==> config.mk <==
export PLATFORM = sky130hd
export DESIGN_NAME = multicycle_control_unit_flat
export DESIGN_NICKNAME = d
export VERILOG_FILES = /design/src/rtl/multicycle_control_unit_if.sv /design/src/rtl/multicycle_control_unit.sv /design/src/flat_wrapper.sv
export SDC_FILE = /design/constraint.sdc
export NUM_CORES = 1
export LEC_CHECK = 0
export CAP_MARGIN = 20
export CORE_ASPECT_RATIO = 1.4
export CORE_MARGIN = 2
export CORE_UTILIZATION = 47
export CTS_CLUSTER_DIAMETER = 120
export DETAILED_ROUTE_END_ITERATION = 8
export PLACE_DENSITY_LB_ADDON = 0.2
export SYNTH_ARGS = -nofsm -noshare
export SYNTH_HDL_FRONTEND = slang
export SYNTH_SLANG_ARGS = --single-unit
export TNS_END_PERCENT = 100
==> constraint.sdc <==
create_clock -name clk -period 6.2 [get_ports clk]
set_clock_uncertainty 0.15 [all_clocks]
set_input_delay 1.24 -clock clk [delete_from_list [all_inputs] [get_ports clk]]
set_output_delay 1.24 -clock clk [all_outputs]
set_load 0.005 [all_outputs]
==> src/rtl/multicycle_control_unit_if.sv <==
// -----------------------------------------------------------------------------
// multicycle_control_unit_if
//   Bundle between the multi-cycle TSC control unit and its datapath.
//   The datapath supplies the decoded instruction fields and the memory ready
//   handshake. The control unit returns every datapath control bit, its
//   current state code and the retired-instruction count.
//
//   master : control unit side (reads instruction fields, drives controls)
//   slave  : datapath side (drives instruction fields, reads controls)
//
//   opcode          IR[15:12]
//   func            IR[5:0], only meaningful when opcode == 15
//   mem_ready       memory finished the current read/write this cycle
//   ALUSrcA..IsHalted  datapath control bits
//   state           current FSM state code (IF=0 ID=1 EX=2 MEM=3 WB=4 HALT=5)
//   num_inst        retired-instruction count, WORD_SIZE bits wide
// -----------------------------------------------------------------------------
interface multicycle_control_unit_if #(
    parameter int WORD_SIZE = 16
);
    logic [3:0]           opcode;
    logic [5:0]           func;
    logic                 mem_ready;

    logic                 ALUSrcA;
    logic [2:0]           ALUSrcB;
    logic [1:0]           ALUOp;
    logic                 IorD;
    logic                 MemRead;
    logic                 MemWrite;
    logic                 IRWrite;
    logic                 PCWrite;
    logic                 PCWriteCond;
    logic [1:0]           PCSource;
    logic [1:0]           BranchProperty;
    logic [1:0]           RegDest;
    logic                 RegWrite;
    logic [1:0]           RegWriteSrc;
    logic                 OutputPortWrite;
    logic                 IsLHI;
    logic                 IsHalted;
    logic [2:0]           state;
    logic [WORD_SIZE-1:0] num_inst;

    modport master (
        input  opcode, func, mem_ready,
        output ALUSrcA, ALUSrcB, ALUOp, IorD, MemRead, MemWrite, IRWrite,
               PCWrite, PCWriteCond, PCSource, BranchProperty, RegDest,
               RegWrite, RegWriteSrc, OutputPortWrite, IsLHI, IsHalted,
               state, num_inst
    );

    modport slave (
        output opcode, func, mem_ready,
        input  ALUSrcA, ALUSrcB, ALUOp, IorD, MemRead, MemWrite, IRWrite,
               PCWrite, PCWriteCond, PCSource, BranchProperty, RegDest,
               RegWrite, RegWriteSrc, OutputPortWrite, IsLHI, IsHalted,
               state, num_inst
    );
endinterface

==> src/rtl/multicycle_control_unit.sv <==
// -----------------------------------------------------------------------------
// multicycle_control_unit
//   FSM sequencing the 16-bit multi-cycle TSC datapath through IF/ID/EX/MEM/WB,
//   one instruction at a time. Decodes opcode/func from the instruction
//   register, drives every datapath control bit, stalls on mem_ready and counts
//   each retired instruction.
//
//   Parameters
//     WORD_SIZE        width of the retired-instruction counter
//     HALT_ON_ILLEGAL  1: unknown opcode/func enters HALT, 0: treated as NOP
//
//   Ports
//     clk    rising-edge clock
//     reset  asynchronous, active-high; forces all controls low while high
//     bus    multicycle_control_unit_if.master (instruction fields in,
//            controls / state / num_inst out)
// -----------------------------------------------------------------------------
module multicycle_control_unit #(
    parameter int WORD_SIZE       = 16,
    parameter int HALT_ON_ILLEGAL = 0
) (
    input  logic                           clk,
    input  logic                           reset,
    multicycle_control_unit_if.master      bus
);

    localparam logic [2:0] S_IF   = 3'd0;
    localparam logic [2:0] S_ID   = 3'd1;
    localparam logic [2:0] S_EX   = 3'd2;
    localparam logic [2:0] S_MEM  = 3'd3;
    localparam logic [2:0] S_WB   = 3'd4;
    localparam logic [2:0] S_HALT = 3'd5;

    localparam logic [3:0] OP_ADI = 4'd4;
    localparam logic [3:0] OP_ORI = 4'd5;
    localparam logic [3:0] OP_LHI = 4'd6;
    localparam logic [3:0] OP_LWD = 4'd7;
    localparam logic [3:0] OP_SWD = 4'd8;
    localparam logic [3:0] OP_JMP = 4'd9;
    localparam logic [3:0] OP_JAL = 4'd10;
    localparam logic [3:0] OP_R   = 4'd15;

    localparam logic [5:0] FN_JPR = 6'd25;
    localparam logic [5:0] FN_JRL = 6'd26;
    localparam logic [5:0] FN_WWD = 6'd28;
    localparam logic [5:0] FN_HLT = 6'd29;

    // Every control bit in one record so reset gating is a single mux.
    typedef struct packed {
        logic       alu_src_a;
        logic [2:0] alu_src_b;
        logic [1:0] alu_op;
        logic       iord;
        logic       mem_read;
        logic       mem_write;
        logic       ir_write;
        logic       pc_write;
        logic       pc_write_cond;
        logic [1:0] pc_source;
        logic [1:0] branch_property;
        logic [1:0] reg_dest;
        logic       reg_write;
        logic [1:0] reg_write_src;
        logic       output_port_write;
        logic       is_lhi;
        logic       is_halted;
    } ctl_t;

    logic [2:0]           state;
    logic [2:0]           next_state;
    logic [WORD_SIZE-1:0] count;
    logic                 retire;
    ctl_t                 ctl;
    ctl_t                 ctl_out;

    // Instruction classification; the IR is stable from ID until return to IF.
    logic is_r_type;
    logic is_r_alu;
    logic is_jpr;
    logic is_jrl;
    logic is_wwd;
    logic is_hlt;
    logic is_legal;

    assign is_r_type = (bus.opcode == OP_R);
    assign is_r_alu  = is_r_type && (bus.func < 6'd8);
    assign is_jpr    = is_r_type && (bus.func == FN_JPR);
    assign is_jrl    = is_r_type && (bus.func == FN_JRL);
    assign is_wwd    = is_r_type && (bus.func == FN_WWD);
    assign is_hlt    = is_r_type && (bus.func == FN_HLT);
    assign is_legal  = (bus.opcode <= OP_JAL) || is_r_alu || is_jpr ||
                       is_jrl || is_wwd || is_hlt;

    // NOTE: every signal written here gets a default first, so no path through
    // the case statements can leave a value unassigned and infer a latch.
    always_comb begin
        ctl        = '0;
        next_state = state;

        case (state)
            S_IF: begin
                // PC+1 is computed on the ALU while the fetch is outstanding.
                ctl.mem_read  = 1'b1;
                ctl.alu_src_b = 3'd1;
                if (bus.mem_ready) begin
                    ctl.ir_write = 1'b1;
                    ctl.pc_write = 1'b1;
                    next_state   = S_ID;
                end
            end

            S_ID: begin
                // Speculative branch target PC+1+imm lands in ALUOut.
                ctl.alu_src_b = 3'd2;
                if (bus.opcode == OP_JMP) begin
                    ctl.pc_write  = 1'b1;
                    ctl.pc_source = 2'd2;
                    next_state    = S_IF;
                end else if (bus.opcode == OP_JAL) begin
                    ctl.pc_write      = 1'b1;
                    ctl.pc_source     = 2'd2;
                    ctl.reg_write     = 1'b1;
                    ctl.reg_dest      = 2'd2;
                    ctl.reg_write_src = 2'd2;
                    next_state        = S_IF;
                end else if (is_hlt) begin
                    next_state = S_HALT;
                end else if (is_legal) begin
                    next_state = S_EX;
                end else begin
                    next_state = (HALT_ON_ILLEGAL != 0) ? S_HALT : S_IF;
                end
            end

            S_EX: begin
                case (bus.opcode)
                    4'd0, 4'd1, 4'd2, 4'd3: begin
                        // Compare A with B; the datapath gates PC with the flag.
                        ctl.alu_src_a       = 1'b1;
                        ctl.alu_op          = 2'd1;
                        ctl.pc_write_cond   = 1'b1;
                        ctl.pc_source       = 2'd1;
                        ctl.branch_property = bus.opcode[1:0];
                        next_state          = S_IF;
                    end
                    OP_ADI, OP_ORI, OP_LHI: begin
                        ctl.alu_src_a = 1'b1;
                        ctl.alu_op    = 2'd3;
                        if (bus.opcode == OP_ADI) begin
                            ctl.alu_src_b = 3'd2;
                        end else if (bus.opcode == OP_ORI) begin
                            ctl.alu_src_b = 3'd3;
                        end else begin
                            ctl.alu_src_b = 3'd4;
                            ctl.is_lhi    = 1'b1;
                        end
                        next_state = S_WB;
                    end
                    OP_LWD, OP_SWD: begin
                        ctl.alu_src_a = 1'b1;
                        ctl.alu_src_b = 3'd2;
                        next_state    = S_MEM;
                    end
                    OP_R: begin
                        if (is_r_alu) begin
                            ctl.alu_src_a = 1'b1;
                            ctl.alu_op    = 2'd2;
                            next_state    = S_WB;
                        end else if (is_jpr || is_jrl) begin
                            // JRL links PC (already PC+1) in the same edge that
                            // PC takes reg A.
                            ctl.pc_write  = 1'b1;
                            ctl.pc_source = 2'd3;
                            if (is_jrl) begin
                                ctl.reg_write     = 1'b1;
                                ctl.reg_dest      = 2'd2;
                                ctl.reg_write_src = 2'd2;
                            end
                            next_state = S_IF;
                        end else begin
                            ctl.output_port_write = is_wwd;
                            next_state            = S_IF;
                        end
                    end
                    default: next_state = S_IF;
                endcase
            end

            S_MEM: begin
                // Request held stable until the memory acknowledges.
                ctl.iord = 1'b1;
                if (bus.opcode == OP_LWD) begin
                    ctl.mem_read = 1'b1;
                end else begin
                    ctl.mem_write = 1'b1;
                end
                if (bus.mem_ready) begin
                    next_state = (bus.opcode == OP_LWD) ? S_WB : S_IF;
                end
            end

            S_WB: begin
                ctl.reg_write     = 1'b1;
                ctl.reg_dest      = is_r_type ? 2'd1 : 2'd0;
                ctl.reg_write_src = (bus.opcode == OP_LWD) ? 2'd1 : 2'd0;
                next_state        = S_IF;
            end

            S_HALT: begin
                ctl.is_halted = 1'b1;
            end

            default: next_state = S_IF;
        endcase
    end

    // An instruction retires when it leaves the pipeline stages for IF or HALT.
    assign retire = ((state == S_ID) || (state == S_EX) ||
                     (state == S_MEM) || (state == S_WB)) &&
                    ((next_state == S_IF) || (next_state == S_HALT));

    // NOTE: state and counter update with non-blocking assignments so every
    // register samples the pre-edge values regardless of statement order.
    always_ff @(posedge clk or posedge reset) begin
        if (reset) begin
            state <= S_IF;
            count <= '0;
        end else begin
            state <= next_state;
            if (retire) begin
                count <= count + 1'b1;
            end
        end
    end

    // Reset acts on the outputs combinationally so an in-flight write is
    // cancelled immediately, not at the next edge.
    assign ctl_out = reset ? '0 : ctl;

    assign bus.ALUSrcA         = ctl_out.alu_src_a;
    assign bus.ALUSrcB         = ctl_out.alu_src_b;
    assign bus.ALUOp           = ctl_out.alu_op;
    assign bus.IorD            = ctl_out.iord;
    assign bus.MemRead         = ctl_out.mem_read;
    assign bus.MemWrite        = ctl_out.mem_write;
    assign bus.IRWrite         = ctl_out.ir_write;
    assign bus.PCWrite         = ctl_out.pc_write;
    assign bus.PCWriteCond     = ctl_out.pc_write_cond;
    assign bus.PCSource        = ctl_out.pc_source;
    assign bus.BranchProperty  = ctl_out.branch_property;
    assign bus.RegDest         = ctl_out.reg_dest;
    assign bus.RegWrite        = ctl_out.reg_write;
    assign bus.RegWriteSrc     = ctl_out.reg_write_src;
    assign bus.OutputPortWrite = ctl_out.output_port_write;
    assign bus.IsLHI           = ctl_out.is_lhi;
    assign bus.IsHalted        = ctl_out.is_halted;
    assign bus.state           = state;
    assign bus.num_inst        = count;

endmodule

==> src/flat_wrapper.sv <==
// flat-port wrapper written by rule: the top's interface ports become plain ports
module multicycle_control_unit_flat 
#(
    parameter int WORD_SIZE       = 16,
    parameter int HALT_ON_ILLEGAL = 0
)
  (clk, reset, bus_opcode, bus_func, bus_mem_ready, bus_ALUSrcA, bus_ALUSrcB, bus_ALUOp, bus_IorD, bus_MemRead, bus_MemWrite, bus_IRWrite, bus_PCWrite, bus_PCWriteCond, bus_PCSource, bus_BranchProperty, bus_RegDest, bus_RegWrite, bus_RegWriteSrc, bus_OutputPortWrite, bus_IsLHI, bus_IsHalted, bus_state, bus_num_inst);
  multicycle_control_unit_if #(.WORD_SIZE(WORD_SIZE)) bus_i ();
  input  logic clk;
  input  logic reset;
  input wire logic [$bits(bus_i.opcode)-1:0] bus_opcode;
  input wire logic [$bits(bus_i.func)-1:0] bus_func;
  input wire logic [$bits(bus_i.mem_ready)-1:0] bus_mem_ready;
  output wire logic [$bits(bus_i.ALUSrcA)-1:0] bus_ALUSrcA;
  output wire logic [$bits(bus_i.ALUSrcB)-1:0] bus_ALUSrcB;
  output wire logic [$bits(bus_i.ALUOp)-1:0] bus_ALUOp;
  output wire logic [$bits(bus_i.IorD)-1:0] bus_IorD;
  output wire logic [$bits(bus_i.MemRead)-1:0] bus_MemRead;
  output wire logic [$bits(bus_i.MemWrite)-1:0] bus_MemWrite;
  output wire logic [$bits(bus_i.IRWrite)-1:0] bus_IRWrite;
  output wire logic [$bits(bus_i.PCWrite)-1:0] bus_PCWrite;
  output wire logic [$bits(bus_i.PCWriteCond)-1:0] bus_PCWriteCond;
  output wire logic [$bits(bus_i.PCSource)-1:0] bus_PCSource;
  output wire logic [$bits(bus_i.BranchProperty)-1:0] bus_BranchProperty;
  output wire logic [$bits(bus_i.RegDest)-1:0] bus_RegDest;
  output wire logic [$bits(bus_i.RegWrite)-1:0] bus_RegWrite;
  output wire logic [$bits(bus_i.RegWriteSrc)-1:0] bus_RegWriteSrc;
  output wire logic [$bits(bus_i.OutputPortWrite)-1:0] bus_OutputPortWrite;
  output wire logic [$bits(bus_i.IsLHI)-1:0] bus_IsLHI;
  output wire logic [$bits(bus_i.IsHalted)-1:0] bus_IsHalted;
  output wire logic [$bits(bus_i.state)-1:0] bus_state;
  output wire logic [$bits(bus_i.num_inst)-1:0] bus_num_inst;
  assign bus_i.opcode = bus_opcode;
  assign bus_i.func = bus_func;
  assign bus_i.mem_ready = bus_mem_ready;
  assign bus_ALUSrcA = bus_i.ALUSrcA;
  assign bus_ALUSrcB = bus_i.ALUSrcB;
  assign bus_ALUOp = bus_i.ALUOp;
  assign bus_IorD = bus_i.IorD;
  assign bus_MemRead = bus_i.MemRead;
  assign bus_MemWrite = bus_i.MemWrite;
  assign bus_IRWrite = bus_i.IRWrite;
  assign bus_PCWrite = bus_i.PCWrite;
  assign bus_PCWriteCond = bus_i.PCWriteCond;
  assign bus_PCSource = bus_i.PCSource;
  assign bus_BranchProperty = bus_i.BranchProperty;
  assign bus_RegDest = bus_i.RegDest;
  assign bus_RegWrite = bus_i.RegWrite;
  assign bus_RegWriteSrc = bus_i.RegWriteSrc;
  assign bus_OutputPortWrite = bus_i.OutputPortWrite;
  assign bus_IsLHI = bus_i.IsLHI;
  assign bus_IsHalted = bus_i.IsHalted;
  assign bus_state = bus_i.state;
  assign bus_num_inst = bus_i.num_inst;
  multicycle_control_unit #(.WORD_SIZE(WORD_SIZE), .HALT_ON_ILLEGAL(HALT_ON_ILLEGAL)) u_core (.clk(clk), .reset(reset), .bus(bus_i));
endmodule
======== After elaboration in Yosys (flattened, before gate mapping) ========
Cells that the tools add are included.
operators by class
  bitwise logic cells ..................... 0
  magnitude comparators ................... 2
  reductions and logical operators ........ 23
  muxes and demuxes ....................... 59
  eq/ne operators ......................... 21
  multiply operators ...................... 0
  add/sub/neg operators ................... 1
  divide/modulo/power cells ............... 0
  shift operators ......................... 0
operator list
  cell                   count
  $mux 3                 9
  $eq 6x5->1 const B     4
  $mux 24                1
  $mux 2                 11
  $mux 1                 21
  $mux 5                 4
  $pmux 3 s3             2
  $add 16x1->16 const B  1
  $eq 4x3->1 const B     4
  $eq 4x4->1 const B     4
  $pmux 3 s5             1
  $pmux 5 s3             1
  $mux 6                 2
  $logic_or 1x1->1       10
  $eq 3x3->1 const B     3
  $reduce_or 9->1        1
  $eq 4x2->1 const B     2
  $pmux 2 s2             2
  $eq 3x2->1 const B     2
  $logic_and 1x1->1      6
  $logic_not 3->1        2
  $lt 6x4->1 const B     1
  $pmux 2 s3             1
  $pmux 3 s2             1
  other kinds (9)        10
storage, ports and cells
  bits in read-only memories .............. 0
  bits in writable memories ............... 0
  input bits .............................. 13
  bits in registers ....................... 19
  bits in latches ......................... 0
  memories ................................ 0

======== Longest topological paths before layout ========
  word-level depth ........................ 15
  gate-level depth with buffers ........... 8
  gate-level depth less buffers ........... 6

======== Least setup slack after synthesis ========
OpenSTA, ideal clock, no wires.
  path type ............................... input-to-output
  start ................................... input port bus_func[5]
  end ..................................... output port bus_RegWriteSrc[1]
  data arrival time ....................... 2.314 ns
  path buffers ............................ 1
  stages .................................. 5
  path slack .............................. 2.496 ns
  path through ............................ nand3b_1 > nor4_1 > nand3b_1 > a21oi_1 > buf_4
on the way
  word-level cells in the longest chain between the ends .. 8
RTL lines
  what                                                                line                            RTL
  from (decl)                                                         flat_wrapper.sv:12              input wire logic [$bits(bus_i.func)-1:0] bus_func;
  parallel branches: the longest is 4 deep, another holds $lt 6x4->1  -
  $mux 6 *                                                            multicycle_control_unit.sv:165  if (is_r_alu) begin
  $mux 6 *                                                            multicycle_control_unit.sv:136  case (bus.opcode)
  $pmux 5 s3 *                                                        multicycle_control_unit.sv:100  case (state)
  $mux 24 *                                                           multicycle_control_unit.sv:238  assign ctl_out = reset ? '0 : ctl;
  to (decl)                                                           flat_wrapper.sv:27              output wire logic [$bits(bus_i.RegWriteSrc)-1:0] bus_RegWriteSrc;
Mark *: on every way between the ends.

======== Worst setup path in the final report ========
  start ................................... input port bus_opcode[0]
  end ..................................... output port bus_RegWrite
on the way
  word-level cells in the longest chain between the ends .. 8
RTL lines
  what                                        line                                                            RTL
  from (decl)                                 flat_wrapper.sv:11                                              input wire logic [$bits(bus_i.opcode)-1:0] bus_opcode;
  $eq 4x4->1                                  multicycle_control_unit.sv:85, multicycle_control_unit.sv:136
  $logic_and 1x1->1 (on tied branches)        multicycle_control_unit.sv:88, multicycle_control_unit.sv:87
  $mux 5 or $logic_or 1x1->1 (tied branches)  multicycle_control_unit.sv:174, multicycle_control_unit.sv:169
  $mux 5                                      multicycle_control_unit.sv:169                                  end else if (is_jpr || is_jrl) begin
  $mux 6                                      multicycle_control_unit.sv:165
  $mux 6                                      multicycle_control_unit.sv:136
  $pmux 5 s3 *                                multicycle_control_unit.sv:100
  $mux 24 *                                   multicycle_control_unit.sv:238
  to (decl)                                   flat_wrapper.sv:26                                              output wire logic [$bits(bus_i.RegWrite)-1:0] bus_RegWrite;
Every way passes the cells marked *; elsewhere a longest branch is shown, timed or not.

==> impl_metrics.toml <==
[setup_path]
crit_arrival_ps = 3790
path_class = "in -> out"
required_ps = 4810
worstSetupEndpointType = "output pin"
worstPathMaxFanout = 15
worst_r2r_path_depth = 5
timing.rr.end = "u_core.bus.num_inst[15]"
rr_startpoint = "u_core.bus.state[2]"
cp-start-kind = "input port"
r2r_setup_slack_ps = 3700

[global_route]
grt_max_degree = 17
antenna_found_initial = 0
grt_pass1_wl_mm = 6.08
grt_pass1_vias = 1406
overflow = 0
grt_use_total = 0.217

[detailed_routing]
wl_mm = 3.65
num_vias = 1431
first_pass_iters = 4
vias_per_cell = 5.57
drc = 0
ant_nets = 0
wl_per_cell_um = 14.2
drt_iter0_markers = 34

[placed_design]
place_congestion = 0.839
dp_hpwl_mm = 2.96
io_buffers = 55
dp.cells = 253
post-place-ws_ps = 1060

[yosys]
ys_seq_area_frac = 0.330
syn_inst = 168
synthArstFlopShare = 1.00
yosys_warnings = 0
synth_area_leader_cell = "dfrtp_1"
syn-cell-area_sq_um = 1440
synth-seq-cells = 19
syn_avg_cell_area_sq_um = 8.56
yosys_most_used_dff = "dfrtp_1"
synth.most_common_cell = "dfrtp_1"
yosysUniqueCellTypes = 45
synth.net_count = 182
synth-edff-count = 0
synth_top_area_frac = 0.330
yosys-top-cells-count = "dfrtp_1, nand2_1, nor2_1"
synth.area.top_cells = "dfrtp_1, xor2_1, nor3_1"

[pwr]
power_switching_uw = 252
pwr-share-clk = 0.126
combPwrFrac = 0.532
p_seq_frac = 0.342
powerDensity_nw_per_um2 = 319
p_leak_nw = 0.819
swShare = 0.388
power.internal_uw = 397
peakVddDrop_mv = 0.375
finalPower_uw = 649

[sta]
setup_viol = 0
relSlewSlack = 0.583
tightest_slew_ps = 620
rsz0062_at_grt = "false"
finalHoldViolations = 0
min_period_ps = 5180
fmax_mhz = 193
setup_slack_ps = 1020
whs_ps = 344
slew_violations = 0
setup_tns_ps = 0
min_period_over_period = 0.836

[clock_network]
ctsResizeCount = 0
cts_setup_buffers = 0
cts_max_path_buffers = 2
numClockSinks = 19
root_buffer = "clkbuf_8"
cts_buffers = 3
clk_latency_ps = 250
ctsHoldBuffers = 0
path_clk_slew_ps = 60
h-tree-depth = 1
cts_tree = "done"

[hold_path]
hold_end = "u_core.bus.num_inst[11]"
hp-class = "reg -> reg"
min_from = "u_core.bus.num_inst[11]"
min_path_cells = 1

[floorplan]
start_util = 0.495
die_w_um = 50.8
die_h_um = 69.5
io_pins = 56
dieArea_sq_um = 3530
core-area_sq_um = 2910
rows = 23

[final_layout]
final_cells = 257
syn_to_final_growth_pct = 41.6
diodes = 0
drive_gt1_frac = 0.0545
fin_nets = 235

[run_status]
outcome = "finished clean"

[flow_run]
maxCapViolCount = 0
[kinds of logic (layout without fill, tap and decap cells)]
| group | after synthesis | count (layout) | synth area share |
|---|---|---|---|
| xor gates and xnor gates | 17 | 17 | 0.109 |
| muxes | 2 | 2 | 0.0148 |
| adders and majority gates | 1 | 1 | 0.00869 |
| and+or+nand+nor | 91 | 91 | 0.348 |
| buffers and inverters | 13 | 65 | 0.0487 |
| DFF | 19 | 19 | 0.330 |
| AOI/OAI and AO/OA | 25 | 25 | 0.141 |
[routing by layer]
metal / vias up / global-route usage / part of all wire
li1: 695 / - / -
met1: 677 / 0.237 / 0.40
met2: 53 / 0.425 / 0.55
met3: 6 / 0.0129 / 0.036
met4: 0 / 0.0721 / 0.015
met5: - / 0 / 0
[sequential cells by signal (all words and copies together), names as in the netlist]
register and cells:
u_core.bus.state 3, u_core.bus.num_inst 16
[worst max path at each step]
| stage | end | cells past startpoint | slack [ps] | startpoint |
|---|---|---|---|---|
| 4_1_cts | bus_RegWrite | 7 | 1030 | bus_opcode[0] |
| 6_report | bus_RegWrite | 7 | 1020 | bus_opcode[0] |
| 3_3_place_gp | bus_RegWrite | 7 | 1100 | bus_opcode[0] |
| 2_1_floorplan | bus_RegWriteSrc[1] | 5 | 2500 | bus_func[5] |
| 5_1_grt | bus_RegWrite | 7 | 820 | bus_opcode[0] |
| 3_5_place_dp | bus_RegWrite | 7 | 1060 | bus_opcode[0] |
[critical path, stage by stage]
cell and delay, ps:
clkdlybuf4s50_1 760, nand4_1 260, nor4_1 490, nand3b_1 130
a21oi_1 260, a31o_2 140, clkdlybuf4s50_1 490
[cells in the final DEF (no fill, tap or decap), types with 7 or more instances in the layout]
| cell type | n |
|---|---|
| nor3_1 | 13 |
| nand2_1 | 16 |
| dfrtp_1 | 19 |
| nor2_1 | 15 |
| xor2_1 | 13 |
| clkdlybuf4s50_1 | 55 |
| nand3_1 | 9 |
| a21oi_1 | 7 |
[through the flow]
stage,instance area [sq um],utilization
2_1_floorplan,1440,-
3_3_place_gp,1990,0.685
3_5_place_dp,1990,0.685
4_1_cts,2040,0.701
5_1_grt,2040,0.701
6_report,2040,0.701
[final cells by class]
cell class,count,area (sq um)
fill,245,870
tap,37,46.3
timing repair buffer,56,558
clock buffer,4,45.0
sequential,19,475
multi-input combinational,136,893
inverter,5,18.8
[power by group through the flow]
stage,sequential (mW),clock [mW],combinational [mW]
2_1_floorplan,0.215,0,0.201
3_3_place_gp,0.220,0,0.342
3_5_place_dp,0.223,0,0.347
4_1_cts,0.221,0.0842,0.349
5_1_grt,0.229,0.0891,0.379
6_report,0.222,0.0816,0.345
(Power assumes the default switching activity.)
